===== src/rtl/if_fetch_pkg.sv =====
// Shared bus widths, rv32i constants and fetch-buffer entry type.
package if_fetch_pkg;

  localparam int InstBus       = 32;
  localparam int InstAddrBus   = 32;
  localparam int Hold_Flag_Bus = 3;

  localparam logic [InstBus-1:0]       INST_NOP     = 32'h0000_0013;
  localparam logic [InstAddrBus-1:0]   CpuResetAddr = 32'h0000_0000;
  localparam logic [Hold_Flag_Bus-1:0] Hold_If      = 3'b010;

  typedef struct packed {
    logic [InstBus-1:0]     inst;
    logic [InstAddrBus-1:0] addr;
  } fetch_entry_t;

  localparam int FetchEntryW = $bits(fetch_entry_t);

  function automatic logic [InstAddrBus-1:0] word_align(input logic [InstAddrBus-1:0] a);
    return {a[InstAddrBus-1:2], 2'b00};
  endfunction

endpackage


===== src/rtl/gen_dff.sv =====
// Enabled flop primitive with asynchronous active-low reset to a fixed value.
module gen_en_dff #(
  parameter int            DW      = 32,
  parameter logic [DW-1:0] RST_VAL = '0
) (
  input  logic          clk,
  input  logic          rst,
  input  logic          en,
  input  logic [DW-1:0] din,
  output logic [DW-1:0] qout
);

  // capture din when enabled
  always_ff @(posedge clk or negedge rst) begin
    if (!rst)    qout <= RST_VAL;
    else if (en) qout <= din;
  end

endmodule


===== src/rtl/if_fetch_fifo.sv =====
// Small fetch buffer built from gen_en_dff; flush_i empties it on the next edge.
module if_fetch_fifo #(
  parameter int DEPTH = 2,
  parameter int WIDTH = 64
) (
  input  logic                         clk,
  input  logic                         rst,
  input  logic                         flush_i,
  input  logic                         push_i,
  input  logic [WIDTH-1:0]             din_i,
  input  logic                         pop_i,
  output logic [WIDTH-1:0]             dout_o,
  output logic [$clog2(DEPTH+1)-1:0]   count_o
);

  localparam int PW = (DEPTH > 1) ? $clog2(DEPTH) : 1;
  localparam int CW = $clog2(DEPTH+1);

  logic [PW-1:0]    wr_q, wr_d, rd_q, rd_d;
  logic [CW-1:0]    cnt_q, cnt_d;
  logic [DEPTH-1:0] mem_we;
  logic [WIDTH-1:0] mem_q [DEPTH];
  logic             do_push, do_pop, empty, full;

  function automatic logic [PW-1:0] next_ptr(input logic [PW-1:0] p);
    return (p == PW'(DEPTH-1)) ? '0 : p + 1'b1;
  endfunction

  assign empty   = (cnt_q == '0);
  assign full    = (cnt_q == CW'(DEPTH));
  assign do_pop  = pop_i && !empty;
  // a push into a full buffer is only legal when the head leaves in the same cycle
  assign do_push = push_i && (!full || do_pop);

  // pointer/count update and entry write enables
  always_comb begin
    wr_d   = wr_q;
    rd_d   = rd_q;
    cnt_d  = cnt_q;
    mem_we = '0;
    if (flush_i) begin
      wr_d  = '0;
      rd_d  = '0;
      cnt_d = '0;
    end else begin
      if (do_push) begin
        mem_we[wr_q] = 1'b1;
        wr_d         = next_ptr(wr_q);
      end
      if (do_pop) rd_d = next_ptr(rd_q);
      cnt_d = cnt_q + CW'(do_push) - CW'(do_pop);
    end
  end

  gen_en_dff #(.DW(PW)) u_wr  (.clk(clk), .rst(rst), .en(1'b1), .din(wr_d),  .qout(wr_q));
  gen_en_dff #(.DW(PW)) u_rd  (.clk(clk), .rst(rst), .en(1'b1), .din(rd_d),  .qout(rd_q));
  gen_en_dff #(.DW(CW)) u_cnt (.clk(clk), .rst(rst), .en(1'b1), .din(cnt_d), .qout(cnt_q));

  for (genvar i = 0; i < DEPTH; i++) begin : g_mem
    gen_en_dff #(.DW(WIDTH)) u_mem (
      .clk(clk), .rst(rst), .en(mem_we[i]), .din(din_i), .qout(mem_q[i])
    );
  end

  assign dout_o  = mem_q[rd_q];
  assign count_o = cnt_q;

endmodule


===== src/rtl/if_fetch.sv =====
// Instruction fetch: single-outstanding bus master feeding a 2-entry buffer.
//
//   state   | meaning
//   --------+-------------------------------------------------------------
//   ST_IDLE | no request raised; waiting for buffer space and no hold
//   ST_REQ  | ibus_req_o high at pc, held until granted
//   ST_WAIT | granted, waiting for rvalid (dropped if discard_q is set)
module if_fetch
  import if_fetch_pkg::*;
(
  input  logic                     clk,
  input  logic                     rst,
  input  logic                     jump_flag_i,
  input  logic [InstAddrBus-1:0]   jump_addr_i,
  input  logic [Hold_Flag_Bus-1:0] hold_flag_i,
  output logic                     ibus_req_o,
  output logic [InstAddrBus-1:0]   ibus_addr_o,
  input  logic                     ibus_gnt_i,
  input  logic                     ibus_rvalid_i,
  input  logic [InstBus-1:0]       ibus_rdata_i,
  output logic [InstBus-1:0]       inst_o,
  output logic [InstAddrBus-1:0]   inst_addr_o,
  output logic                     inst_valid_o
);

  typedef enum logic [1:0] {
    ST_IDLE = 2'd0,
    ST_REQ  = 2'd1,
    ST_WAIT = 2'd2
  } state_e;

  state_e                 state_q, state_d;
  logic [InstAddrBus-1:0] pc_q, pc_d;
  logic [InstAddrBus-1:0] gaddr_q, gaddr_d;
  logic                   discard_q, discard_d;

  logic         hold_en, outstanding, req_allowed, gnt_ok;
  logic         fifo_flush, fifo_push, fifo_pop, fifo_nonempty;
  logic [1:0]   fifo_count, occupancy;
  fetch_entry_t fifo_din, fifo_head;

  assign hold_en       = (hold_flag_i >= Hold_If);
  assign outstanding   = (state_q == ST_WAIT);
  assign occupancy     = fifo_count + {1'b0, outstanding};
  assign req_allowed   = !hold_en && (occupancy < 2'd2);
  assign gnt_ok        = (state_q == ST_REQ) && ibus_gnt_i;
  assign fifo_nonempty = (fifo_count != 2'd0);
  assign fifo_din      = {ibus_rdata_i, gaddr_q};

  // next-state, pc and buffer control; a jump overrides everything else
  always_comb begin
    state_d    = state_q;
    pc_d       = pc_q;
    gaddr_d    = gaddr_q;
    discard_d  = discard_q;
    fifo_flush = 1'b0;
    fifo_push  = 1'b0;
    fifo_pop   = 1'b0;
    if (jump_flag_i) begin
      pc_d       = word_align(jump_addr_i);
      fifo_flush = 1'b1;
      if (gnt_ok) begin
        // the old address is now on the bus; its response must be swallowed
        state_d   = ST_WAIT;
        discard_d = 1'b1;
        gaddr_d   = pc_q;
      end else if ((state_q == ST_WAIT) && !ibus_rvalid_i) begin
        state_d   = ST_WAIT;
        discard_d = 1'b1;
      end else begin
        state_d   = ST_REQ;
        discard_d = 1'b0;
      end
    end else begin
      fifo_pop = inst_valid_o && !hold_en;
      case (state_q)
        ST_IDLE: if (req_allowed) state_d = ST_REQ;
        ST_REQ: begin
          // hold never withdraws a raised request
          if (ibus_gnt_i) begin
            state_d = ST_WAIT;
            pc_d    = pc_q + 32'd4;
            gaddr_d = pc_q;
          end
        end
        ST_WAIT: begin
          if (ibus_rvalid_i) begin
            fifo_push = !discard_q;
            discard_d = 1'b0;
            // after a swallowed response the redirect target is fetched straight away
            state_d   = (discard_q || req_allowed) ? ST_REQ : ST_IDLE;
          end
        end
        default: state_d = ST_IDLE;
      endcase
    end
  end

  // state registers
  always_ff @(posedge clk or negedge rst) begin
    if (!rst) begin
      state_q   <= ST_IDLE;
      pc_q      <= CpuResetAddr;
      gaddr_q   <= CpuResetAddr;
      discard_q <= 1'b0;
    end else begin
      state_q   <= state_d;
      pc_q      <= pc_d;
      gaddr_q   <= gaddr_d;
      discard_q <= discard_d;
    end
  end

  if_fetch_fifo #(.DEPTH(2), .WIDTH(FetchEntryW)) u_fifo (
    .clk     (clk),
    .rst     (rst),
    .flush_i (fifo_flush),
    .push_i  (fifo_push),
    .din_i   (fifo_din),
    .pop_i   (fifo_pop),
    .dout_o  (fifo_head),
    .count_o (fifo_count)
  );

  // bus request and decode-side outputs
  always_comb begin
    ibus_req_o   = (state_q == ST_REQ);
    ibus_addr_o  = pc_q;
    inst_valid_o = fifo_nonempty && !jump_flag_i;
    inst_o       = inst_valid_o ? fifo_head.inst : INST_NOP;
    inst_addr_o  = inst_valid_o ? fifo_head.addr : pc_q;
  end

endmodule


===== config.mk =====
export PLATFORM = sky130hd
export DESIGN_NAME = if_fetch
export DESIGN_NICKNAME = d
export VERILOG_FILES = /design/src/rtl/if_fetch_pkg.sv /design/src/rtl/gen_dff.sv /design/src/rtl/if_fetch_fifo.sv /design/src/rtl/if_fetch.sv
export SDC_FILE = /design/constraint.sdc
export NUM_CORES = 1
export LEC_CHECK = 0
export BUFFER_PORTS_ARGS = -buffer_cell sky130_fd_sc_hd__buf_2
export CAP_MARGIN = 20
export CORE_MARGIN = 1.5
export CORE_UTILIZATION = 31
export CTS_CLUSTER_DIAMETER = 150
export DETAILED_ROUTE_END_ITERATION = 16
export SLEW_MARGIN = 20
export SYNTH_ARGS = -nofsm -noshare
export SYNTH_HDL_FRONTEND = slang
export SYNTH_SLANG_ARGS = --single-unit

===== constraint.sdc =====
create_clock -name clk -period 3.25 [get_ports clk]
set_input_delay 0.8125 -clock clk [delete_from_list [all_inputs] [get_ports clk]]
set_output_delay 0.8125 -clock clk [all_outputs]
set_load 0.02 [all_outputs]

[Yosys cells after proc, flatten, opt, wreduce, memory -nomap -nowiden]
Index checks and enable logic that the tools add are counted.
Storage, ports and cells
  flip-flop bits (word level): 199
  input port bits: 72
  output and inout port bits: 98
  word-level logic and storage cells: 98
Operators by class
  add/subtract/negate cells: 6
  magnitude comparators: 5
  equal/unequal tests: 7
  muxes and demuxes: 41
  bitwise logic cells: 1
  reduce and logical (&&, ||, !) cells: 29
Operator list (number)
  32-bit two-way mux: 9
  64-bit two-way mux: 3
  32-bit by 3-bit adder with 32-bit output, second input constant: 1
  1-bit two-way mux: 18
  2-bit two-way mux: 9
  2-bit nonzero test: 7
  1-bit logical AND: 8
  1-bit logical NOT: 6
  3-bit != test, second input constant: 2
  2-bit one-hot mux with 3 select lines: 1
  3-bit AND reduction: 2
  2-bit by 1-bit adder with 2-bit output: 2
  2-bit == test, second input constant: 2
  2-bit logical NOT: 2
  2-bit AND reduction: 2
  3-bit by 2-bit greater-or-equal comparator with 1-bit output, second input constant: 1
  3-bit by 2-bit != test with 1-bit output, second input constant: 1
  1-bit adder, second input constant: 2
  2-bit by 1-bit == test with 1-bit output, second input constant: 1
  2-bit greater-or-equal comparator, second input constant: 1
  1-bit logical OR: 2
  1-bit by 2-bit less-than comparator with 1-bit output, second input constant: 1
  2-bit less-than comparator, second input constant: 1
  2-bit by 1-bit != test with 1-bit output, second input constant: 1
  4 further kinds: 4

[Depth between registers and ports, before layout]
Gate-level depths: netlist (run 1).
  depth in word-level cells: 10
  gate-level depth with buffers: 9
  mapped depth without buffers: 9

[By module]
From an unflattened synthesis (run 1), not the netlist that was laid out.
Unflattened totals
  cell total of the unflattened synthesis: 858
  area total of the unflattened synthesis: 10169.8 um^2
By module, submodules not included
  gen_en_dff at u_fifo.g_mem[0].u_mem ...: instances 2, cells each 135, area an instance 2678.8 um^2, sequential area each 1601.5 um^2
  if_fetch: instances 1, cells each 489, area an instance 3713.6 um^2, sequential area each 1576.5 um^2
  if_fetch_fifo: instances 1, cells each 91, area an instance 945.9 um^2, sequential area each 0.0 um^2
  gen_en_dff at u_fifo.u_rd ...: instances 2, cells each 2, area an instance 40.0 um^2, sequential area each 25.0 um^2
  gen_en_dff at u_fifo.u_cnt: instances 1, cells each 4, area an instance 72.6 um^2, sequential area each 50.0 um^2

[Worst setup path before layout (run 1)]
Ideal clock, no wire load.
  path type: input port to output port
  from: input jump_flag_i
  to: output inst_addr_o[30]
  data arrival time: 1.844 ns
  required time: 2.438 ns
  path slack: 0.594 ns
  stages: 4
  path buffers: 1
  cell sequence: inv_1 -> o21ai_1 -> clkbuf_1 -> o21ai_0
On the way
  cells in the longest elaborated chain, start to end: 3
RTL lines
  start, declared: line if_fetch.sv:13  | input logic jump_flag_i,
  1-bit logical NOT: line if_fetch.sv:129  | inst_valid_o = fifo_nonempty && !jump_flag_i;
  1-bit logical AND: line if_fetch.sv:129
  32-bit two-way mux: line if_fetch.sv:131  | inst_addr_o = inst_valid_o ? fifo_head.addr : pc_q;
  end, declared: line if_fetch.sv:22  | output logic [InstAddrBus-1:0] inst_addr_o,
No other way between the ends.

[Worst setup path in the final report (run 1)]
  from: register u_fifo.u_cnt.qout[0]
  to: output inst_o[0]
On the way
  cells in the longest elaborated chain, start to end: 3
RTL lines
  start, declared: line gen_dff.sv:10  | output logic [DW-1:0] qout
  start signal, assigned: line gen_dff.sv:16  | else if (en) qout <= din;
  2-bit nonzero test: line if_fetch.sv:47  | assign fifo_nonempty = (fifo_count != 2'd0);
  1-bit logical AND: line if_fetch.sv:129
  32-bit two-way mux: line if_fetch.sv:130  | inst_o = inst_valid_o ? fifo_head.inst : INST_NOP;
  end, declared: line if_fetch.sv:21  | output logic [InstBus-1:0] inst_o,
No other way between the ends.

==> results of run 1 <==
flip-flops by register name (all words and copies together), names as in the netlist:
signal                   flops
gaddr_q                     30
discard_q                    1
u_fifo.g_mem.u_mem.qout    124
state_q                      2
ibus_addr_o                 30
u_fifo.u_rd.qout             1
u_fifo.u_cnt.qout            2
u_fifo.u_wr.qout             1
report_power, final:
group	switching, mW	internal [mW]
logic	0.868	0.779
registers	0.420	2.99
clock network	0.927	1.37
stage by stage:
step	hold WS (ps)	utilization (%)
CTS	426	38.4
detailed placement	482	36.1
global placement	480	36.1
finish	415	38.4
global route	449	38.4
floorplan	458	-
worst reg2reg max path, delay by kind of cell (launching register included):
family / cells / cell delay (ps)
flip-flops: 1 / 390
multiplexers: 1 / 370
AO/OA/AOI/OAI: 1 / 710
buffers and inverters: 2 / 400
AND/OR/NAND/NOR: 1 / 420
worst max path at each step:
stage / slack [ps] / depth (start not counted) / end / start
finish: 370 / 5 / inst_o[0] / u_fifo.u_cnt.qout[0]
global route: 240 / 5 / inst_o[4] / u_fifo.u_cnt.qout[0]
CTS: 320 / 5 / inst_o[0] / u_fifo.u_cnt.qout[0]
detailed placement: 350 / 6 / u_fifo.g_mem[1].u_mem.qout[11] / hold_flag_i[1]
global placement: 380 / 6 / u_fifo.g_mem[1].u_mem.qout[11] / hold_flag_i[2]
floorplan: 590 / 4 / inst_addr_o[30] / jump_flag_i
cell type report:
class	instances	area, um^2
fillers	2886	17800
well taps	384	480
clock buffers	18	429
repair buffers	189	1100
inverters	10	37.5
clock inverters	13	211
flip-flops and latches	191	4780
multi-input cells	562	4030
cells in the final DEF, fill, tap and decap left out, types with 4 or more instances in the layout:
cell          n
a31oi_1       9
and2_1        5
and3_1        4
buf_12        6
buf_2       161
buf_4        21
bufinv_16     5
clkbuf_16    17
clkinvlp_4    4
conb_1        4
dfrtp_1     190
inv_1        10
mux2_2      124
mux2i_1      65
nand2_1     140
nand2b_1      5
nand3_1      11
nand4_1      13
nor2_1       48
nor3_1        4
nor4_1        7
o21ai_0      50
o31ai_1       7
or4_1         8
xnor2_1      13
xor2_1        4
per-layer routing:
| layer | GRT usage (%) | up-vias | part of all wire (%) |
|---|---|---|---|
| li1 | - | 3147 | - |
| met1 | 20.8 | 3323 | 46 |
| met2 | 26.1 | 114 | 49 |
| met3 | 2.41 | 21 | 3.3 |
| met4 | 4.56 | 0 | 1.4 |
| met5 | 0 | - | 0 |
kinds of logic (layout without fill, tap and decap cells):
| family | after synthesis | after routing | share of synthesized area, % |
|---|---|---|---|
| xor gates and xnor gates | 17 | 17 | 1.63 |
| other | 1 | 4 | 0.0411 |
| and+or+nand+nor | 266 | 266 | 13.8 |
| buffers and inverters | 68 | 230 | 3.73 |
| muxes | 189 | 189 | 22.4 |
| AOI/OAI and AO/OA | 83 | 83 | 5.49 |
| DFF | 191 | 191 | 52.4 |
| adders and majority gates | 3 | 3 | 0.412 |
==> impl_results.md, run 1 <==
* Total gr overflow at 0
* First-pass GRT wire length at between 30 and 40 mm
* Clock tree buffer depth at 2
* Power Density at 664 mW/mm^2
* Max Cap Viol at 0
* Min Tclk post-route at roughly 2900 ps
* Post-synthesis cell area at between 0.009 and 0.01 mm^2
* Post-place setup slack at 346 ps
* Drt drc at 0
* Post-synth EDFFs at 0
* Synth unique cells at 50
* Fin. max-slew vios at 0
* Synth warn at 0
* Post-cts gate resize count at 0
* Die area at ~0.030 mm^2
* Clock-pin slew on the worst setup and hold paths at 70 ps
* Fmax at between 0.3 and 0.4 GHz
* Worst r2r src: u_fifo.u_cnt.qout[1]
* Skew-Pair Late Insertion Delay at approximately 430 ps
* Post-CTS setup buffers at 0
* Cell with the most instances after synthesis: dfrtp_1
* Run status: finished, final reports clean
* Vias post-DR at around 6600
* Via density at a little under 5
* Reg2reg end: u_fifo.g_mem[1].u_mem.qout[14]
* Row cnt at between 60 and 70
* Final hold viol count at 0
* Top-area cell type share of the netlist area at around 52%
* Sum Neg Setup Slack at 0 ps
* Reg2reg setup slack at ~840 ps
* RSZ-0062 raised after global routing: no
* Crit path kind: reg2out
* Slew headroom at between 40% and 50%
* CP delay by family, top: buffers and inverters
* # hold bufs at CTS at 0
* Main synth FF type: dfrtp_1
* Worst reg2reg path depth at 5
* # diodes at 0
* Die W at approximately 170 um
* GRT Total Usage at roughly 16%
* H-tree depth at 4
* Final wirelength at 23.0 mm
* Layout cells sized above 1 at between 30 and 40%
* TritonCTS clock tree: done
* Final HPWL DP at ~16 mm
* Num CTS Buffers at 17
* Final nets at 1046
* Slack of the critical path at roughly 370 ps
* GPL Wtd Cong at between 0.7 and 0.8
* Starting density of the core at a little under a third
* Die H at between 150 and 200 um
* Worst Path Required at between 2000 and 2500 ps
* Placed inst area at 0.0104 mm^2
* IO Port Bufs at approximately 160
* Max stage delay on crit path at 440 ps
* Worst slew pin tran at 802 ps
* Largest net degree at the start of global routing at between 70 and 80
* Layout area overhead at 21.4%
* Initial antenna violation count at 0
* Worst hold path type: in2async
* DR iter-0 viols at approximately 320
* Top cell type by total area after synthesis: dfrtp_1
* CTS root buffer: clkbuf_16
* Power Total at approximately 7.4 mW
* Non-filler instance count after layout at 1367
* Mapped Avg Cell Area at about 11 um^2
* CORE AREA at 0.0289 mm^2
* DRT Pass-1 Iters at 4
* Crit path cell chain: o21ai_4 > buf_4 > inv_1 > nand2_1 > buf_2
* CP max stage cell: dfrtp_1
* Fin Clk Skew at around 15 ps
* CP Capture Type: primary output
* WL per Instance at roughly 17 um
* Crit path DAT at ~2100 ps
* Design area at around 0.011 mm^2
* Routed Antenna Nets at 0
* Dominant cells by area after synthesis: dfrtp_1, mux2_2, mux2i_1
* Vias in the first global route at roughly 6800
* FFs w/ async S/R, synth at 100%
* Crit path buf inv count at 3
* Final Setup Violations at 0
* FF+latch count, synth at roughly 190
* CTS sink count at between 150 and 200
* Leakage power at 5.22 nW
* Crit Path Max Fanout at 26
* Post-synthesis sequential area ratio at between 50% and 60%
* Post-synth top cells: dfrtp_1, nand2_1, mux2_2, mux2i_1, o21ai_0
* Worst setup SP type: flip-flop
* I/O pin count at 170
* Synthesized instance count at 818
* Crit share post-route at 88.6%
* Peak supply drop at ~0.00027 V
* Inst Count DP at around 1300
Power figures use the tool's default switching activity.
==> run 2: changes to the inputs <==
Settings changed: CORE_ASPECT_RATIO set to 1.25.
==> impl_results.md, run 2 (same netlist as run 1, synthesis figures left out) <==
* CP delay by family, top: compound AO/OA/AOI/OAI gates
* Worst slew pin tran at 832 ps (+29.9 ps)
* Crit path buf inv count at 2 (-1)
* Crit path kind: reg2out
* Total gr overflow at 0 (unchanged)
* H-tree depth at 4 (unchanged)
* Final hold viol count at 0 (unchanged)
* IO Port Bufs at 162 (unchanged)
* Leakage power at 5.21 nW (-0.17%)
* Final HPWL DP at 15.3 mm (-4.0%)
* Slew headroom at 43.7% (-2.0 points)
* Vias post-DR at 6623 (+0.27%)
* Crit Path Max Fanout at 22 (-15%)
* Drt drc at 0 (unchanged)
* Run status: finished, final reports clean
* WL per Instance at 16.7 um (-0.55%)
* Largest net degree at the start of global routing at 85 (+16%)
* Final nets at 1043 (-0.29%)
* Commonest non-fill, non-tap cells in the layout: dfrtp_1, buf_2, nand2_1
* Fin Clk Skew at 8.69 ps (-5.88 ps)
* Starting density of the core at 31.4% (-0.24 points)
* Initial antenna violation count at 1 (+1)
* Sum Neg Setup Slack at 0 ps (unchanged)
* Worst Path Required at 2440 ps (about the same)
* Min Tclk post-route at 2990 ps (+113 ps)
* Crit share post-route at 92.1% (+3.5 points)
* Row cnt at 70 (+13%)
* Peak supply drop at 0.000302 V (+11%)
* Die area at 0.0305 mm^2 (about the same)
* Crit path cell chain: o21ai_4 > buf_12 > nand2_1 > o21ai_0 > buf_2
* First-pass GRT wire length at 36.4 mm (-1.5%)
* RSZ-0062 raised after global routing: no
* Max Cap Viol at 0 (unchanged)
* Die H at 195 um (+12%)
* Power Density at 649 mW/mm^2 (-2.3%)
* Max reg flops at 124 (unchanged)
* CP max stage cell: o21ai_4
* # hold bufs at CTS at 0 (unchanged)
* CTS sink count at 191 (unchanged)
* TritonCTS clock tree: done
* Num CTS Buffers at 17 (unchanged)
* Fin. max-slew vios at 0 (unchanged)
* Fmax at 0.334 GHz (-3.8%)
* Top reg by flops: u_fifo.g_mem.u_mem.qout
* CORE AREA at 0.0291 mm^2 (+0.76%)
* Skew-Pair Late Insertion Delay at 430 ps (about the same)
* CP Capture Type: primary output
* Post-CTS setup buffers at 0 (unchanged)
* Vias in the first global route at 6489 (-4.3%)
* Commonest non-fill, non-tap cell in the layout: dfrtp_1
* I/O pin count at 170 (unchanged)
* Max stage delay on crit path at 650 ps (+210 ps)
* Layout cells sized above 1 at 36.0% (about the same)
* Crit path DAT at 2180 ps (+110 ps)
* Worst setup SP type: flip-flop
* Post-cts gate resize count at 0 (unchanged)
* Clock tree buffer depth at 2 (unchanged)
* Clock-pin slew on the worst setup and hold paths at 80 ps (about the same)
* Via density at 4.81 (-0.53%)
* DRT Pass-1 Iters at 5 (+1)
* Final Setup Violations at 0 (unchanged)
* Worst hold path type: in2async
* DR iter-0 viols at 292 (-7.9%)
* CTS root buffer: clkbuf_16
* Post-layout util at 38.0% (-0.36 points)
* GPL Wtd Cong at 0.788 (+4.7%)
* Final wirelength at 23.0 mm (+0.25%)
* Die W at 156 um (-10%)
* Routed Antenna Nets at 0 (unchanged)
* GRT Total Usage at 15.6% (+0.056 points)
* Layout area overhead at 21.2%
run 2: metrics by stage:
stage / area [um^2] / setup slack [ps] / power [mW] / instances / hold WS, ps
floorplan: 9130 / 594 / 4.51 / 821 / 458
CTS: 11100 / 165 / 7.28 / 1377 / 448
global placement: 10400 / 342 / 5.05 / 1344 / 479
detailed placement: 10400 / 341 / 5.12 / 1344 / 480
finish: 11100 / 256 / 7.17 / 1378 / 436
global route: 11100 / 93.2 / 7.63 / 1377 / 476
run 2: area by class of cell:
class                      instances  area (um^2)
inverter                          10         37.5
clock inverter                    11          120
sequential                       191         4780
fill                            2946        18000
timing repair buffer             185         1090
antenna                            1         2.50
clock buffer                      21          480
multi-input combinational        563         4040
tap                              396          495
run 2: power by group:
group / total, mW / internal, mW / switching [mW]
Combinational: 1.64 / 0.771 / 0.864
Clock: 2.13 / 1.16 / 0.970
Sequential: 3.41 / 2.99 / 0.414
run 2: final timing paths:
check	startpoint	end	slack [ps]	depth (start not counted)
max in group asynchronous	rst	gaddr_q[9]	2080	2
setup / recovery	u_fifo.u_cnt.qout[0]	inst_addr_o[19]	260	5
hold / removal	rst	u_fifo.g_mem[1].u_mem.qout[42]	440	1
setup reg to reg	u_fifo.u_cnt.qout[0]	u_fifo.u_cnt.qout[1]	810	8
hold reg to reg	gaddr_q[11]	gaddr_q[11]	490	2
min in group clk	gaddr_q[11]	gaddr_q[11]	490	2
run 2: metal layers:
layer / part of all wire (%) / up-vias / GRT usage, % / routed length, um
met5: 0 / - / 0 / 0
met4: 0.93 / 0 / 3.42 / 215
met3: 4.9 / 13 / 3.17 / 1130
met2: 49 / 170 / 26.6 / 11200
met1: 45 / 3286 / 20.5 / 10400
li1: - / 3154 / - / -
==> run 3: changes to the inputs <==
Settings changed: BUFFER_PORTS_ARGS -buffer_cell sky130_fd_sc_hd__buf_2 to -buffer_cell sky130_fd_sc_hd__clkbuf_2, CTS_BUF_LIST set to sky130_fd_sc_hd__clkbuf_16.
==> impl_results.md, run 3 (same netlist as run 1, synthesis figures left out) <==
* Leakage power at 5.20 nW (-0.29%)
* Max Cap Viol at 0 (unchanged)
* H-tree depth at 4 (unchanged)
* Non-filler instance count after layout at 1376 (-0.15%)
* Worst hold path type: in2async
* Final hold viol count at 0 (unchanged)
* Post-cts gate resize count at 0 (unchanged)
* Post-CTS setup buffers at 0 (unchanged)
* Final HPWL DP at 15.4 mm (+0.88%)
* DR iter-0 viols at 408 (+40%)
* Die area at 0.0305 mm^2 (unchanged)
* Crit path kind: in2out
* Worst slew pin tran at 818 ps (-14.3 ps)
* Fin. max-slew vios at 0 (unchanged)
* RSZ-0062 raised after global routing: no
* # hold bufs at CTS at 0 (unchanged)
* GRT Total Usage at 15.7% (+0.087 points)
* First-pass GRT wire length at 37.0 mm (+1.5%)
* Num CTS Buffers at 17 (unchanged)
* Skew-Pair Late Insertion Delay at 440 ps (about the same)
* Final wirelength at 23.0 mm (-0.22%)
* Run status: finished, final reports clean
* Pint at 4.84 mW (-1.7%)
* Min Tclk post-route at 2790 ps (-206 ps)
* Layout area overhead at 20.6%
* Commonest non-fill, non-tap cell in the layout: dfrtp_1
* Die H at 195 um (unchanged)
* Vias in the first global route at 6655 (+2.6%)
* CP Capture Type: primary output
* CP max stage cell: o21ai_0
* Top reg by flops: u_fifo.g_mem.u_mem.qout
* Total gr overflow at 0 (unchanged)
* CTS root buffer: clkbuf_16
* GPL Wtd Cong at 0.764 (-3.1%)
* Max stage delay on crit path at 360 ps (-290 ps)
* Power Total at 7.14 mW (-0.51%)
* Final Setup Violations at 0 (unchanged)
* Worst Path Required at 2440 ps (about the same)
* P_sw at 2.29 mW (+2.0%)
* Crit path buf inv count at 4 (+2)
* Clock tree buffer depth at 2 (unchanged)
* Most used cell, CP: clkbuf_2
* Clock-pin slew on the worst setup and hold paths at 70 ps (about the same)
* I/O pin count at 170 (unchanged)
* Worst setup SP type: input pin
* Layout cells sized above 1 at 35.7% (-0.27 points)
* Via density at 4.76 (-0.97%)
* Final nets at 1042 (-0.096%)
* Largest net degree at the start of global routing at 76 (-11%)
* Sw frac at 32.1% (+0.80 points)
* Starting density of the core at 31.4% (unchanged)
* Inst Count DP at 1344 (unchanged)
* Reg power frac at 47.6% (about the same)
* Routed Antenna Nets at 0 (unchanged)
* WL per Instance at 16.7 um (about the same)
* Max reg flops at 124 (unchanged)
* Drt drc at 0 (unchanged)
* Power Density at 649 mW/mm^2 (about the same)
* TritonCTS clock tree: done
* Sum Neg Setup Slack at 0 ps (unchanged)
* Crit path cell chain: clkbuf_2 > inv_1 > o21ai_4 > buf_4 > o21ai_0 > clkbuf_2
* Die W at 156 um (unchanged)
* CTS sink count at 191 (unchanged)
* Slew headroom at 44.6% (+0.97 points)
* Fmax at 0.359 GHz (+7.4%)
* Clock power frac at 29.5% (-0.2 points)
* Commonest non-fill, non-tap cells in the layout: dfrtp_1, clkbuf_2, nand2_1
* CP delay by family, top: buffers and inverters
* Fin Clk Skew at 18.0 ps (+9.31 ps)
* IO Port Bufs at 162 (unchanged)
* Peak supply drop at 0.000342 V (+13%)
* # diodes at 0 (-1)
* CORE AREA at 0.0291 mm^2 (unchanged)
* Initial antenna violation count at 0 (-1)
* Vias post-DR at 6549 (-1.1%)
* Row cnt at 70 (unchanged)
* Combinational share of power at 22.9% (about the same)
* Crit path DAT at 1980 ps (-200 ps)
* DRT Pass-1 Iters at 7 (+2)
* Crit share post-route at 85.8% (-6.3 points)
* Crit Path Max Fanout at 28 (+27%)
## run 3: cell types whose count changed in the layout (fill, tap and decap cells not counted), sizes merged
cell	change
clkinv	-1
clkinvlp	+1
buf	-161
o21ai	-1
inv	+4
clkbuf	+157
diode	-1
## run 3: final timing paths
kind                                       from  slack [ps]                        endpoint  cells past startpoint
max in group asynchronous                   rst        2070                 ibus_addr_o[22]                      2
min                                         rst         410  u_fifo.g_mem[1].u_mem.qout[41]                      1
max reg2reg                u_fifo.u_cnt.qout[1]         860  u_fifo.g_mem[1].u_mem.qout[19]                      5
min reg2reg                         gaddr_q[24]         490                     gaddr_q[24]                      2
min in group clk                    gaddr_q[24]         490                     gaddr_q[24]                      2
max                                 jump_flag_i         460                 inst_addr_o[30]                      6
## run 3: stage by stage
stage          area [um^2]  hold WS (ps)  setup slack (ps)  utilization (%)
2_1_floorplan         9130           458               594                -
3_3_place_gp         10400           479               430             35.8
3_5_place_dp         10400           482               397             35.8
4_1_cts              11000           412               470             37.8
5_1_grt              11000           434               354             37.8
6_report             11000           407               462             37.8
## run 3: final cells by class
type | instances | area, um^2
multi-input combinational | 562 | 4030
timing repair buffer | 185 | 1070
fill | 2931 | 18100
tap | 396 | 495
sequential | 191 | 4780
clock buffer | 17 | 425
clock inverter | 15 | 154
inverter | 10 | 37.5
## run 3: power by group through the flow
stage / sequential [mW] / clock, mW / combinational, mW
floorplan: 3.35 / 0 / 1.16
detailed placement: 3.45 / 0 / 1.66
CTS: 3.40 / 2.18 / 1.67
global placement: 3.42 / 0 / 1.62
global route: 3.49 / 2.28 / 1.84
finish: 3.40 / 2.10 / 1.64
## run 3: layer usage
| layer | vias up | wire (um) | track usage, % |
|---|---|---|---|
| met5 | - | 0 | 0 |
| met4 | 0 | 326 | 4.51 |
| met3 | 15 | 884 | 3.14 |
| met2 | 148 | 11200 | 26.1 |
| met1 | 3243 | 10600 | 20.7 |
| li1 | 3143 | - | - |
